### config.mk
export PLATFORM = sky130hd
export DESIGN_NAME = des_array_controller
export DESIGN_NICKNAME = d
export VERILOG_FILES = /design/src/rtl/des_block.sv /design/src/rtl/des_array_controller.sv
export SDC_FILE = /design/constraint.sdc
export NUM_CORES = 1
export LEC_CHECK = 0
export CORE_ASPECT_RATIO = 1.5
export CORE_MARGIN = 3
export CORE_UTILIZATION = 42
export CTS_CLUSTER_DIAMETER = 40
export CTS_CLUSTER_SIZE = 30
export DETAILED_ROUTE_END_ITERATION = 10
export DONT_BUFFER_PORTS = 1
export PLACE_DENSITY_LB_ADDON = 0.3
export SKIP_LAST_GASP = 1
export SLEW_MARGIN = 40
export SYNTH_ARGS = -nofsm -noshare
export SYNTH_HDL_FRONTEND = slang
export SYNTH_SLANG_ARGS = --single-unit
### constraint.sdc
create_clock -name clk -period 4.74 [get_ports clk]
set_clock_uncertainty 0.15 [all_clocks]
set_input_delay 0.474 -clock clk [delete_from_list [all_inputs] [get_ports clk]]
set_output_delay 0.474 -clock clk [all_outputs]
set_load 0.005 [all_outputs]
### src/rtl/des_block.sv
// Stand-in DES key-search core: after start it walks its counter until the counter equals
// the target held in KEY[63-N:0], then raises done until restart_block.
module des_block #(
    parameter int unsigned  N   = 32,
    parameter logic [767:0] KEY = 768'h0
) (
    input  logic            clk,
    input  logic            rst_n,
    input  logic            start,
    input  logic            restart_block,
    input  logic            test_enabled,
    input  logic            test_advance,
    input  logic [N-1:0]    region,
    output logic [63-N:0]   counter_out,
    output logic [63:0]     ciphertext_out,
    output logic            done
);
    localparam int unsigned     CW     = 64 - N;
    localparam logic [CW-1:0]   Target = KEY[CW-1:0];
    localparam logic [63:0]     Whiten = KEY[127:64];

    logic [CW-1:0] r_cnt;
    logic          r_run;
    logic          r_done;
    logic          w_step;

    assign w_step = r_run && (!test_enabled || test_advance);

    always_ff @(posedge clk or negedge rst_n) begin
        if (!rst_n) begin
            r_cnt  <= '0;
            r_run  <= 1'b0;
            r_done <= 1'b0;
        end else if (restart_block) begin
            r_cnt  <= '0;
            r_run  <= 1'b0;
            r_done <= 1'b0;
        end else if (start) begin
            r_cnt  <= '0;
            r_run  <= 1'b1;
            r_done <= 1'b0;
        end else if (w_step) begin
            if (r_cnt == Target) begin
                r_done <= 1'b1;
                r_run  <= 1'b0;
            end else begin
                r_cnt <= r_cnt + 1'b1;
            end
        end
    end

    assign counter_out    = r_cnt;
    assign ciphertext_out = {region, r_cnt} ^ Whiten;
    assign done           = r_done;
endmodule

### src/rtl/des_array_controller.sv
// Multi-core DES search controller: one CPU command port drives NUM_CORES des_block cores,
// and finished results are collected round-robin into a valid/ready output register.
module des_array_controller #(
    parameter int unsigned  NUM_CORES = 4,
    parameter int unsigned  N         = 32,
    parameter logic [767:0] KEY       = 768'h0
) (
    input  logic                 clk,
    input  logic                 rst_n,
    input  logic [31:0]          cmd,
    input  logic                 cmd_valid,
    input  logic [31:0]          region,
    output logic                 cmd_read,
    output logic                 cmd_error,
    output logic                 busy,
    output logic [NUM_CORES-1:0] core_done_mask,
    output logic                 result_valid,
    input  logic                 result_ready,
    output logic [3:0]           result_core,
    output logic [63:0]          counter,
    output logic [63:0]          ciphertext
);
    localparam int unsigned CW        = 64 - N;
    localparam logic [3:0]  OpLoad    = 4'd0;
    localparam logic [3:0]  OpStart   = 4'd1;
    localparam logic [3:0]  OpRestart = 4'd3;

    typedef enum logic [1:0] {CIdle, CExec, CAck} cmd_state_e;
    typedef enum logic [1:0] {CoreIdle, CoreRun, CoreDone, CoreReported} core_state_e;

    cmd_state_e           r_cmd_state;
    core_state_e          r_core_state [NUM_CORES];
    logic [N-1:0]         r_region [NUM_CORES];
    logic [NUM_CORES-1:0] r_start;
    logic [NUM_CORES-1:0] r_restart;
    logic                 r_cmd_read;
    logic                 r_cmd_error;
    logic                 r_result_valid;
    logic [3:0]           r_result_core;
    logic [63:0]          r_counter;
    logic [63:0]          r_ciphertext;
    logic [3:0]           r_last;

    logic [NUM_CORES-1:0] w_done;
    logic [CW-1:0]        w_core_cnt [NUM_CORES];
    logic [63:0]          w_core_ct [NUM_CORES];
    logic [3:0]           w_op;
    logic [3:0]           w_idx;
    logic                 w_bcast;
    logic                 w_err;
    logic [NUM_CORES-1:0] w_do_load;
    logic [NUM_CORES-1:0] w_do_start;
    logic [NUM_CORES-1:0] w_do_restart;
    logic                 w_hi_found;
    logic                 w_lo_found;
    logic [3:0]           w_hi_idx;
    logic [3:0]           w_lo_idx;
    logic                 w_gnt_valid;
    logic [3:0]           w_gnt_idx;
    logic [63:0]          w_gnt_counter;
    logic [63:0]          w_gnt_ct;
    logic                 w_unused_cmd;

    assign w_op         = cmd[3:0];
    assign w_idx        = cmd[11:8];
    assign w_bcast      = cmd[15];
    assign w_unused_cmd = ^{cmd[31:16], cmd[14:12], cmd[7:4]};

    if (N < 32) begin : g_region_unused
        logic w_unused_region;
        assign w_unused_region = ^region[31:N];
    end

    // Decode against the current core states; cores that cannot take the op flag an error.
    always_comb begin
        w_err        = !w_bcast && ({28'd0, w_idx} >= NUM_CORES);
        w_do_load    = '0;
        w_do_start   = '0;
        w_do_restart = '0;
        for (int i = 0; i < NUM_CORES; i++) begin
            if (w_bcast || (w_idx == 4'(i))) begin
                case (w_op)
                    OpLoad: begin
                        if (r_core_state[i] == CoreIdle) w_do_load[i] = 1'b1;
                        else                             w_err        = 1'b1;
                    end
                    OpStart: begin
                        if (r_core_state[i] == CoreIdle) w_do_start[i] = 1'b1;
                        else                             w_err         = 1'b1;
                    end
                    OpRestart: w_do_restart[i] = 1'b1;
                    default: ;
                endcase
            end
        end
    end

    always_ff @(posedge clk or negedge rst_n) begin
        if (!rst_n) begin
            r_cmd_state <= CIdle;
            r_cmd_read  <= 1'b0;
            r_cmd_error <= 1'b0;
            r_start     <= '0;
            r_restart   <= '0;
        end else begin
            r_start    <= '0;
            r_restart  <= '0;
            r_cmd_read <= 1'b0;
            case (r_cmd_state)
                CIdle: if (cmd_valid) r_cmd_state <= CExec;
                CExec: begin
                    r_start     <= w_do_start;
                    r_restart   <= w_do_restart;
                    r_cmd_state <= CAck;
                    if (w_err) r_cmd_error <= 1'b1;
                end
                CAck: begin
                    r_cmd_read <= cmd_valid;
                    if (!cmd_valid) r_cmd_state <= CIdle;
                end
                default: r_cmd_state <= CIdle;
            endcase
        end
    end

    always_ff @(posedge clk or negedge rst_n) begin
        if (!rst_n) begin
            for (int i = 0; i < NUM_CORES; i++) r_region[i] <= '0;
        end else if (r_cmd_state == CExec) begin
            for (int i = 0; i < NUM_CORES; i++) begin
                if (w_do_load[i]) r_region[i] <= region[N-1:0];
            end
        end
    end

    // RESTART outranks both a rising done and a same-cycle grant.
    always_ff @(posedge clk or negedge rst_n) begin
        if (!rst_n) begin
            for (int i = 0; i < NUM_CORES; i++) r_core_state[i] <= CoreIdle;
        end else begin
            for (int i = 0; i < NUM_CORES; i++) begin
                if (r_restart[i]) begin
                    r_core_state[i] <= CoreIdle;
                end else begin
                    case (r_core_state[i])
                        CoreIdle: if (r_start[i]) r_core_state[i] <= CoreRun;
                        CoreRun:  if (w_done[i])  r_core_state[i] <= CoreDone;
                        CoreDone: begin
                            if (w_gnt_valid && (w_gnt_idx == 4'(i))) begin
                                r_core_state[i] <= CoreReported;
                            end
                        end
                        default: ;
                    endcase
                end
            end
        end
    end

    // First requester above the last grant, else the lowest requester.
    always_comb begin
        w_hi_found = 1'b0;
        w_lo_found = 1'b0;
        w_hi_idx   = '0;
        w_lo_idx   = '0;
        for (int i = 0; i < NUM_CORES; i++) begin
            if (r_core_state[i] == CoreDone) begin
                if (!w_hi_found && (i > int'(r_last))) begin
                    w_hi_found = 1'b1;
                    w_hi_idx   = 4'(i);
                end
                if (!w_lo_found) begin
                    w_lo_found = 1'b1;
                    w_lo_idx   = 4'(i);
                end
            end
        end
        w_gnt_idx   = w_hi_found ? w_hi_idx : w_lo_idx;
        w_gnt_valid = (w_hi_found || w_lo_found) && (!r_result_valid || result_ready);
    end

    always_comb begin
        w_gnt_counter = '0;
        w_gnt_ct      = '0;
        for (int i = 0; i < NUM_CORES; i++) begin
            if (w_gnt_idx == 4'(i)) begin
                w_gnt_counter = {r_region[i], w_core_cnt[i]};
                w_gnt_ct      = w_core_ct[i];
            end
        end
    end

    always_ff @(posedge clk or negedge rst_n) begin
        if (!rst_n) begin
            r_result_valid <= 1'b0;
            r_result_core  <= '0;
            r_counter      <= '0;
            r_ciphertext   <= '0;
            r_last         <= 4'(NUM_CORES - 1);
        end else if (w_gnt_valid) begin
            r_result_valid <= 1'b1;
            r_result_core  <= w_gnt_idx;
            r_counter      <= w_gnt_counter;
            r_ciphertext   <= w_gnt_ct;
            r_last         <= w_gnt_idx;
        end else if (result_ready) begin
            r_result_valid <= 1'b0;
        end
    end

    always_comb begin
        busy           = 1'b0;
        core_done_mask = '0;
        for (int i = 0; i < NUM_CORES; i++) begin
            if (r_core_state[i] == CoreRun) busy = 1'b1;
            core_done_mask[i] = (r_core_state[i] == CoreDone) || (r_core_state[i] == CoreReported);
        end
    end

    for (genvar g = 0; g < NUM_CORES; g++) begin : g_core
        des_block #(
            .N   (N),
            .KEY (KEY)
        ) u_core (
            .clk            (clk),
            .rst_n          (rst_n),
            .start          (r_start[g]),
            .restart_block  (r_restart[g]),
            .test_enabled   (1'b0),
            .test_advance   (1'b0),
            .region         (r_region[g]),
            .counter_out    (w_core_cnt[g]),
            .ciphertext_out (w_core_ct[g]),
            .done           (w_done[g])
        );
    end

    assign cmd_read     = r_cmd_read;
    assign cmd_error    = r_cmd_error;
    assign result_valid = r_result_valid;
    assign result_core  = r_result_core;
    assign counter      = r_counter;
    assign ciphertext   = r_ciphertext;
endmodule

# --- Word-level counts from Yosys, hierarchy flattened ---
# Cells that the tools add are included.
word_totals:
  ff_bits: 357
  output_inout_bits: 140
  elab_cells: 287
classes:
  eq_ne: 40
  n_addsub: 4
  n_mux: 144
  order_cmp: 4
  n_reduce_logical: 66
ops:
  columns: ["operator", "count"]
  rows:
  - ["32-bit two-way mux", 16]
  - ["64-bit two-way mux", 4]
  - ["32-bit by 1-bit adder with 32-bit output, second input constant", 4]
  - ["32-bit logical NOT", 4]
  - ["1-bit two-way mux", 90]
  - ["4-bit two-way mux", 11]
  - ["2-bit two-way mux", 18]
  - ["3-bit inequality test, second input constant", 12]
  - ["2-bit case mux with 3 select lines", 5]
  - ["2-bit AND reduction", 14]
  - ["3-bit nonzero test", 8]
  - ["4-bit by 2-bit == test with 1-bit output, second input constant", 5]
  - ["2-bit == test, second input constant", 9]
  - ["4-bit AND reduction", 4]
  - ["4-bit nonzero test", 4]
  - ["4-bit by 1-bit == test with 1-bit output, second input constant", 3]
  - ["4-bit logical NOT", 3]
  - ["3-bit by 2-bit inequality test with 1-bit output, second input constant", 4]
  - ["2-bit by 1-bit == test with 1-bit output, second input constant", 5]
  - ["2-bit logical NOT", 5]
  - ["1-bit logical OR", 10]
  - ["2-bit by 4-bit > comparator with 1-bit output, first input constant", 2]
  - ["1-bit logical AND", 8]
  - ["4-bit by 3-bit greater-or-equal comparator with 1-bit output, second input constant", 1]
  - ["other kinds (5)", 9]

# --- Logic depth before layout (Yosys ltp) ---
# Gate-level depths: netlist of run 1.
depth:
  word_depth: 17
  ltp_mapped: 11
  ltp_nobuf: 8

# --- Hierarchy ---
# A second synthesis of run 1 with hierarchy kept.
hier_totals:
  hier_cells: 2606
  hier_area_um2: 25433.1
by_module_without_submodules:
  columns: ["module", "cells_each", "instances", "area_per_inst_um2"]
  rows:
  - ["des_array_controller", 1541, 1, 15980.3]
  - ["des_block (g_core[0].u_core ...)", 265, 3, 2368.5]
  - ["des_block (g_core[3].u_core)", 270, 1, 2347.3]

# --- Worst setup path after synthesis of run 1 ---
# Ideal clock, no wire load.
synth_timing:
  path_kind: "flip-flop to flip-flop"
  start: "reg r_core_state[4] in the netlist's numbering"
  end: "reg r_ciphertext[37], in the netlist ciphertext[37]"
  n_path_buf: 3
  setup_slack_ns: 1.951
  stages_incl_launch_ff: 11
  t_arrival_ns: 2.515
  setup_time_ns: 0.125
  cell_sequence: "dfrtp_1 inv_1 ha_1 buf_2 nor2b_1 a21oi_1 o221ai_1 buf_2 buf_2 mux4_2 mux2_2"
synth_between:
  elab_chain_cells: 16
synth_lines:
  columns: ["element", "line", "text"]
  rows:
  - ["from (decl)", "des_array_controller.sv:32", "core_state_e r_core_state [NUM_CORES];"]
  - ["from (signal, indexed assignment)", "des_array_controller.sv:143", "r_core_state[i] <= CoreIdle;"]
  - ["from (signal, indexed assignment)", "des_array_controller.sv:146", "CoreIdle: if (r_start[i]) r_core_state[i] <= CoreRun;"]
  - ["from (signal, indexed assignment)", "des_array_controller.sv:147", "CoreRun: if (w_done[i]) r_core_state[i] <= CoreDone;"]
  - ["2-bit == test (*)", "des_array_controller.sv:167", "if (r_core_state[i] == CoreDone) begin"]
  - ["1-bit two-way mux", "des_array_controller.sv:167", null]
  - ["1-bit logical NOT", "des_array_controller.sv:168", "if (!w_hi_found && (i > int'(r_last))) begin"]
  - ["1-bit logical AND", "des_array_controller.sv:168", null]
  - ["1-bit two-way mux", "des_array_controller.sv:168", null]
  - ["1-bit two-way mux", "des_array_controller.sv:167", null]
  - ["1-bit logical NOT", "des_array_controller.sv:168", null]
  - ["1-bit logical AND", "des_array_controller.sv:168", null]
  - ["4-bit two-way mux / 1-bit two-way mux (equally long branches)", "des_array_controller.sv:168", null]
  - ["4-bit two-way mux / 1-bit two-way mux (equally long branches)", "des_array_controller.sv:167", null]
  - ["4-bit two-way mux", "des_array_controller.sv:178", "w_gnt_idx = w_hi_found ? w_hi_idx : w_lo_idx;"]
  - ["4-bit logical NOT", "des_array_controller.sv:186", "if (w_gnt_idx == 4'(i)) begin"]
  - ["64-bit two-way mux (4 in series)", "des_array_controller.sv:186", null]
  - ["to (signal assigned)", "des_array_controller.sv:204", "r_ciphertext <= w_gnt_ct;"]
  - ["to (decl)", "des_array_controller.sv:41", "logic [63:0] r_ciphertext;"]
# Every way passes the cells marked *; elsewhere a longest branch is shown, timed or not.
# A chain may end at the register's enable or synchronous reset.

# --- Final worst setup path of run 1 ---
layout_timing:
  start: "reg r_core_state[4] in the netlist's numbering"
  end: "reg r_ciphertext[29], in the netlist ciphertext[29]"
# The elaborated chain is that of the path after synthesis.

==> flow_metrics.py, run 1 <==
metrics = {
    "status": {
        "run_status": "finished, violations left",
        "violations": "negative hold slack",
    },
    "placed_design": {
        "dp_hpwl_mm": 28.4,
        "place_area_um2": 17800,
        "place_ws_ns": 1.11,
        "place_congestion": 0.859,
        "numPortBuffers": 0,
    },
    "global_routing": {
        "grtUsageTotal": 0.189,
        "grt_pass1_wl_mm": 67.4,
        "antenna_found_initial": 0,
        "grt_pass1_vias": 11918,
        "grt_max_degree": 354,
        "grt.busiest_layer": "met2",
        "grtUsageMet3": 0.0373,
        "overflow": 0,
        "grt.met2_usage": 0.339,
        "grt_use_met1": 0.219,
    },
    "sta": {
        "finalSetupViolCount": 0,
        "setup_tns_ns": 0,
        "period_needed_ns": 3.59,
        "finalHoldViolations": 353,
        "fin_ws_ns": 1.15,
        "hold_ws_ns": -0.499,
        "tightest_slew_ns": 0.793,
        "max_freq_mhz": 278,
        "drv_slew": 0,
        "relSlewSlack": 0.469,
        "finalCritPeriodShare": 0.758,
        "rsz0062_at_grt": "false",
    },
    "power_and_ir_drop": {
        "p_per_area_nw_per_um2": 404,
        "ir_drop_mv": 0.331,
        "leakagePower_uw": 0.00886,
    },
    "clocking": {
        "cts_tree": "yes",
        "clock_path_buffers": 3,
        "cts_resized": 0,
        "cts.sinks": 353,
        "clock_latency_ns": 0.55,
        "cts_max_level": 2,
        "ctsHoldBuffers": 38,
        "cts_root_buf": "clkbuf_16",
        "numCtsBuffers": 40,
        "clk_pin_slew_worst_paths_ns": 0.06,
        "post_cts_buffers": 0,
    },
    "synth": {
        "synthSimpleGateAreaFrac": 0.136,
        "yosys-mux-area-fraction": 0.206,
        "yosysMostFrequentCell": "dfrtp_1",
        "synth_cells": 1505,
        "synth_xor_area_frac": 0.0465,
        "yosysWarnings": 0,
        "syn-cell-area_um2": 17700,
        "ys_seq_area_frac": 0.499,
        "ys_ff_latch": 353,
        "synth-edff-count": 0,
        "async_reset_ff_frac": 1.00,
        "yosysUniqueCellTypes": 63,
        "synth_top_area_share": 0.496,
        "synth_top_family_by_area": "multiplexers",
        "synth_commonest_cells": "dfrtp_1 (351), mux2_2 (183), nor2_1 (152), nand2_1 (84), buf_4 (67)",
        "ys_top_cells_by_area": "dfrtp_1 (50%), mux2_2 (12%), mux4_2 (7.9%), nor2_1 (3.2%), buf_4 (2.8%)",
        "synth_compound_area_frac": 0.0424,
        "synth.avg_cell_area_um2": 11.8,
        "synthFlopType": "dfrtp_1",
        "synth_fa_ha_area_frac": 0.0170,
        "synth_top_area_cell": "dfrtp_1",
    },
    "worst_setup_path": {
        "cp.buffers_inverters": 2,
        "crit_path_top_delay_cell": "o221a_2",
        "arrival_ns": 3.86,
        "path_cells": "inv_1 -> ha_1 -> nor2b_1 -> a21oi_1 -> o221a_2 -> buf_4 -> mux4_2 -> mux2_2",
        "endpoint_kind": "flop",
        "criticalPathCategory": "flop to flop",
        "critPathRequiredTime_ns": 5.01,
        "cp_max_fo": 20,
        "start_kind": "flop",
        "crit_family": "compound AO/OA/AOI/OAI gates",
        "max_stage_delay_ns": 0.73,
    },
    "floorplan": {
        "ios": 208,
        "die_area_um2": 44700,
        "coreArea_um2": 41300,
        "rows": 91,
        "die_h_um": 257,
        "die_x_um": 174,
        "start_util": 0.428,
    },
    "finish": {
        "n_antenna_cell": 0,
        "design_area_um2": 19600,
        "areaGrowthSynthToFinish_pct": 10.9,
        "fillers": 3679,
        "nets": 1559,
        "layout-drive-gt1-share": 0.242,
    },
    "route": {
        "drt-total-wl_mm": 41.9,
        "drt-initial-drc-count": 823,
        "routedWlPerCell_um": 20.4,
        "drc_errors": 0,
        "vias_per_cell": 5.61,
        "ant_nets": 0,
        "dr_total_vias": 11534,
        "dr.pass1.iters": 6,
    },
    "flow_run": {
        "cap_viol_max_count": 0,
    },
    "min_path": {
        "hold_class": "input pin to asynchronous set/reset pin",
    },
}
worst register-to-register path: stages, from the launching register on:
cell and delay [ns]:
dfrtp_1 0.38, inv_1 0.09, ha_1 0.35, nor2b_1 0.21, a21oi_1 0.28, o221a_2 0.74
buf_4 0.40, mux4_2 0.59, mux2_2 0.29
per-layer routing:
layer	part of all wire	wire, um
met1	0.38	15700
met2	0.52	21900
met3	0.061	2540
met4	0.041	1700
met5	0	0
power by group:
part	internal (uW)	switching (uW)
Clock	1870	1330
Combinational	650	832
Sequential	3140	103
worst paths after layout:
path	slack (ns)	cells after the start	startpoint	to
setup reg to reg	1.15	8	r_core_state[4]$_DFFE_PN0P_	ciphertext[29]$_DFFE_PN0N_
max in group asynchronous	4.42	0	rst_n	ciphertext[20]$_DFFE_PN0N_
hold reg to reg	0.33	1	r_cmd_state[0]$_DFFE_PN0P_	r_cmd_state[0]$_DFFE_PN0P_
hold / removal	-0.50	0	rst_n	r_region[59]$_DFFE_PN0P_
setup / recovery	1.15	8	r_core_state[4]$_DFFE_PN0P_	ciphertext[29]$_DFFE_PN0N_
min in group clk	0.06	2	cmd[1]	r_restart[2]$_DFF_PN0_
per-stage QoR:
step	util	instances	hold WS [ns]	total power (uW)
final	0.475	2055	-0.499	7930
after floorplan	-	1506	0.0284	4370
after global routing	0.475	2055	-0.535	8300
after CTS	0.474	2054	-0.552	8080
after detailed placement	0.432	1944	0.0358	4790
after global placement	0.432	1944	0.0390	4750
cell usage in the layout (no fill, tap or decap), types with 9 or more instances in the layout:
cell type	netlist	final
nand2b_1	9	9
or3_1	25	25
mux2_1	9	9
and3_1	21	21
and4_1	9	9
clkbuf_16	0	41
o21ai_0	27	27
nor4_1	49	46
dlygate4sd3_1	0	38
inv_1	38	38
dfrtp_1	351	351
a21oi_1	42	41
nor2_1	152	148
nand4_1	38	38
or2_2	9	9
xnor2_1	56	56
buf_4	67	9
xor2_1	38	38
nor3_1	27	27
ha_1	24	24
nand3_1	37	37
mux2_2	183	183
mux4_2	62	62
nand2_1	84	84
registers in the layout, indices dropped and copies added (netlist names):
register,count
result_valid,1
cmd_error,1
ciphertext,64
r_start,4
result_core,2
g_core.u_core.counter_out,128
r_cmd_state,2
g_core.u_core.r_run,4
g_core.u_core.done,4
cmd_read,1
r_last,2
r_core_state,8
r_restart,4
r_region,128
cell type report:
cell class	count	area, um2	share of cell area
clock inverters	22	274	0.0140
repair buffers	52	534	0.0272
multi-input cells	982	8040	0.410
inverters	38	143	0.00726
well taps	558	698	0.0356
clock buffers	50	1110	0.0565
flip-flops and latches	353	8840	0.450
logic make-up after synthesis:
family	count (synthesis)
xor+xnor	94
compound gates	118
other cells	1
mux	262
buf+inv	171
flops	353
fa+ha+maj	24
simple gates	482
(Power assumes the default switching activity.)
==> run 2, diff against run 1 <==
Clock period 4.74 ns to 3.4 ns, I/O delays scaled along.
==> flow_metrics.py, run 2 (same netlist as run 1, synthesis figures left out) <==
metrics = {
    "worst_setup_path": {
        "arrival_ns": 3.40,
        "criticalPathCategory": "flop to flop",
        "rr_worst_depth": 8,
        "crit_path_top_delay_cell": "mux4_2",
        "cp.buffers_inverters": 2,
        "crit_start": "r_core_state[4]$_DFFE_PN0P_",
        "r2r_slack_ns": 0.26,
        "crit_family": "multiplexers",
        "max_stage_delay_ns": 0.57,
        "rr_endpoint": "ciphertext[30]$_DFFE_PN0N_",
        "cp_max_fo": 24,
        "endpoint_kind": "flop",
        "path_cells": "inv_1 -> ha_1 -> nor2b_1 -> a21oi_1 -> o221a_2 -> buf_12 -> mux4_2 -> mux2_2",
        "rr_startpoint": "r_core_state[4]$_DFFE_PN0P_",
        "cp-endpoint": "ciphertext[30]$_DFFE_PN0N_",
        "start_kind": "flop",
        "critPathRequiredTime_ns": 3.66,
        "cp.depth": 8,
    },
    "floorplan": {
        "rows": 91,
        "ios": 208,
        "coreArea_um2": 41300,
        "die_area_um2": 44700,
        "die_h_um": 257,
        "start_util": 0.428,
        "die_x_um": 174,
    },
    "power_and_ir_drop": {
        "clkPwrFrac": 0.408,
        "swShare": 0.283,
        "comb_power_share": 0.191,
        "power_uw": 11300,
        "p_sw_uw": 3190,
        "p_per_area_nw_per_um2": 567,
        "pwr-share-seq": 0.401,
        "ir_drop_mv": 0.543,
        "leakagePower_uw": 0.00899,
        "intPower_uw": 8090,
    },
    "status": {
        "violations": "negative hold slack",
        "run_status": "finished, violations left",
    },
    "route": {
        "drt-initial-drc-count": 783,
        "dr.pass1.iters": 5,
        "drt-total-wl_mm": 42.5,
        "ant_nets": 0,
        "dr_total_vias": 11557,
        "routedWlPerCell_um": 20.5,
        "vias_per_cell": 5.57,
        "drc_errors": 0,
    },
    "sta": {
        "finalHoldViolations": 354,
        "period_needed_ns": 3.14,
        "finalSetupViolCount": 0,
        "max_freq_mhz": 319,
        "relSlewSlack": 0.485,
        "finalCritPeriodShare": 0.923,
        "hold_ws_ns": -0.639,
        "setup_tns_ns": 0,
        "tightest_slew_ns": 0.766,
        "drv_slew": 0,
        "rsz0062_at_grt": "false",
        "fin_ws_ns": 0.263,
    },
    "global_routing": {
        "grtUsageTotal": 0.194,
        "grt_max_degree": 354,
        "antenna_found_initial": 0,
        "grt_pass1_vias": 12258,
        "grt_pass1_wl_mm": 69.1,
        "overflow": 0,
    },
    "clocking": {
        "numCtsBuffers": 40,
        "cts.sinks": 353,
        "cts_resized": 0,
        "clk_pin_slew_worst_paths_ns": 0.07,
        "clock_path_buffers": 3,
        "clock_latency_ns": 0.55,
        "ctsHoldBuffers": 46,
        "cts_root_buf": "clkbuf_16",
        "cts_tree": "yes",
        "cts_max_level": 2,
        "post_cts_buffers": 0,
    },
    "min_path": {
        "hold_class": "input pin to asynchronous set/reset pin",
    },
    "placed_design": {
        "numPortBuffers": 0,
        "dp_hpwl_mm": 29.0,
        "place_congestion": 0.884,
        "place_ws_ns": 0.316,
    },
    "finish": {
        "layout-drive-gt1-share": 0.246,
        "layout_commonest_cell": "dfrtp_1",
        "most-common-layout-cells": "dfrtp_1 (351), mux2_2 (183), nor2_1 (148)",
        "nets": 1577,
        "n_antenna_cell": 0,
        "areaGrowthSynthToFinish_pct": 12.3,
    },
    "flow_run": {
        "cap_viol_max_count": 0,
    },
}
[run 2: cell type report]
cell class | count | area [um2]
fill | 3732 | 21400
inverter | 38 | 143
timing repair buffer | 70 | 753
sequential | 353 | 8840
clock buffer | 48 | 1080
multi-input combinational | 982 | 8030
tap | 558 | 698
clock inverter | 26 | 343
[run 2: worst min path at each step]
stage / slack [ns] / depth (start not counted) / startpoint / to
floorplan: -0.11 / 0 / rst_n / ciphertext[0]$_DFFE_PN0N_
global placement: -0.09 / 0 / rst_n / ciphertext[56]$_DFFE_PN0N_
detailed placement: -0.09 / 0 / rst_n / r_region[59]$_DFFE_PN0P_
CTS: -0.69 / 0 / rst_n / r_region[64]$_DFFE_PN0P_
global route: -0.67 / 0 / rst_n / r_region[25]$_DFFE_PN0P_
finish: -0.64 / 0 / rst_n / r_region[59]$_DFFE_PN0P_
[run 2: metrics by stage]
step / instances / utilization / cell area (um2)
after floorplan: 1506 / - / 17700
after global placement: 1955 / 0.435 / 18000
after detailed placement: 1955 / 0.435 / 18000
after CTS: 2075 / 0.481 / 19900
after global routing: 2075 / 0.481 / 19900
final: 2075 / 0.481 / 19900
[run 2: worst reg2reg max path: cells and delay by family (launching register included)]
family	cells	cell delay (ns)
DFF	1	0.38
muxes	2	0.88
buffers and inverters	2	0.34
AOI/OAI and AO/OA	2	0.70
adders and majority gates	1	0.34
and+or+nand+nor	1	0.21
[run 2: layer usage]
layer  vias to the layer above  wire length (um)  global-route usage
li1                       5318                 -                   -
met1                      5913             16400               0.226
met2                       246             22100               0.347
met3                        80              2260              0.0406
met4                         0              1690              0.0780
met5                         -                 0                   0
[run 2: power groups by stage]
stage | clock, uW | sequential [uW] | combinational, uW
finish | 4600 | 4520 | 2150
global route | 4920 | 4540 | 2360
CTS | 4740 | 4520 | 2220
detailed placement | 0 | 4600 | 2150
global placement | 0 | 4590 | 2100
floorplan | 0 | 4540 | 1550
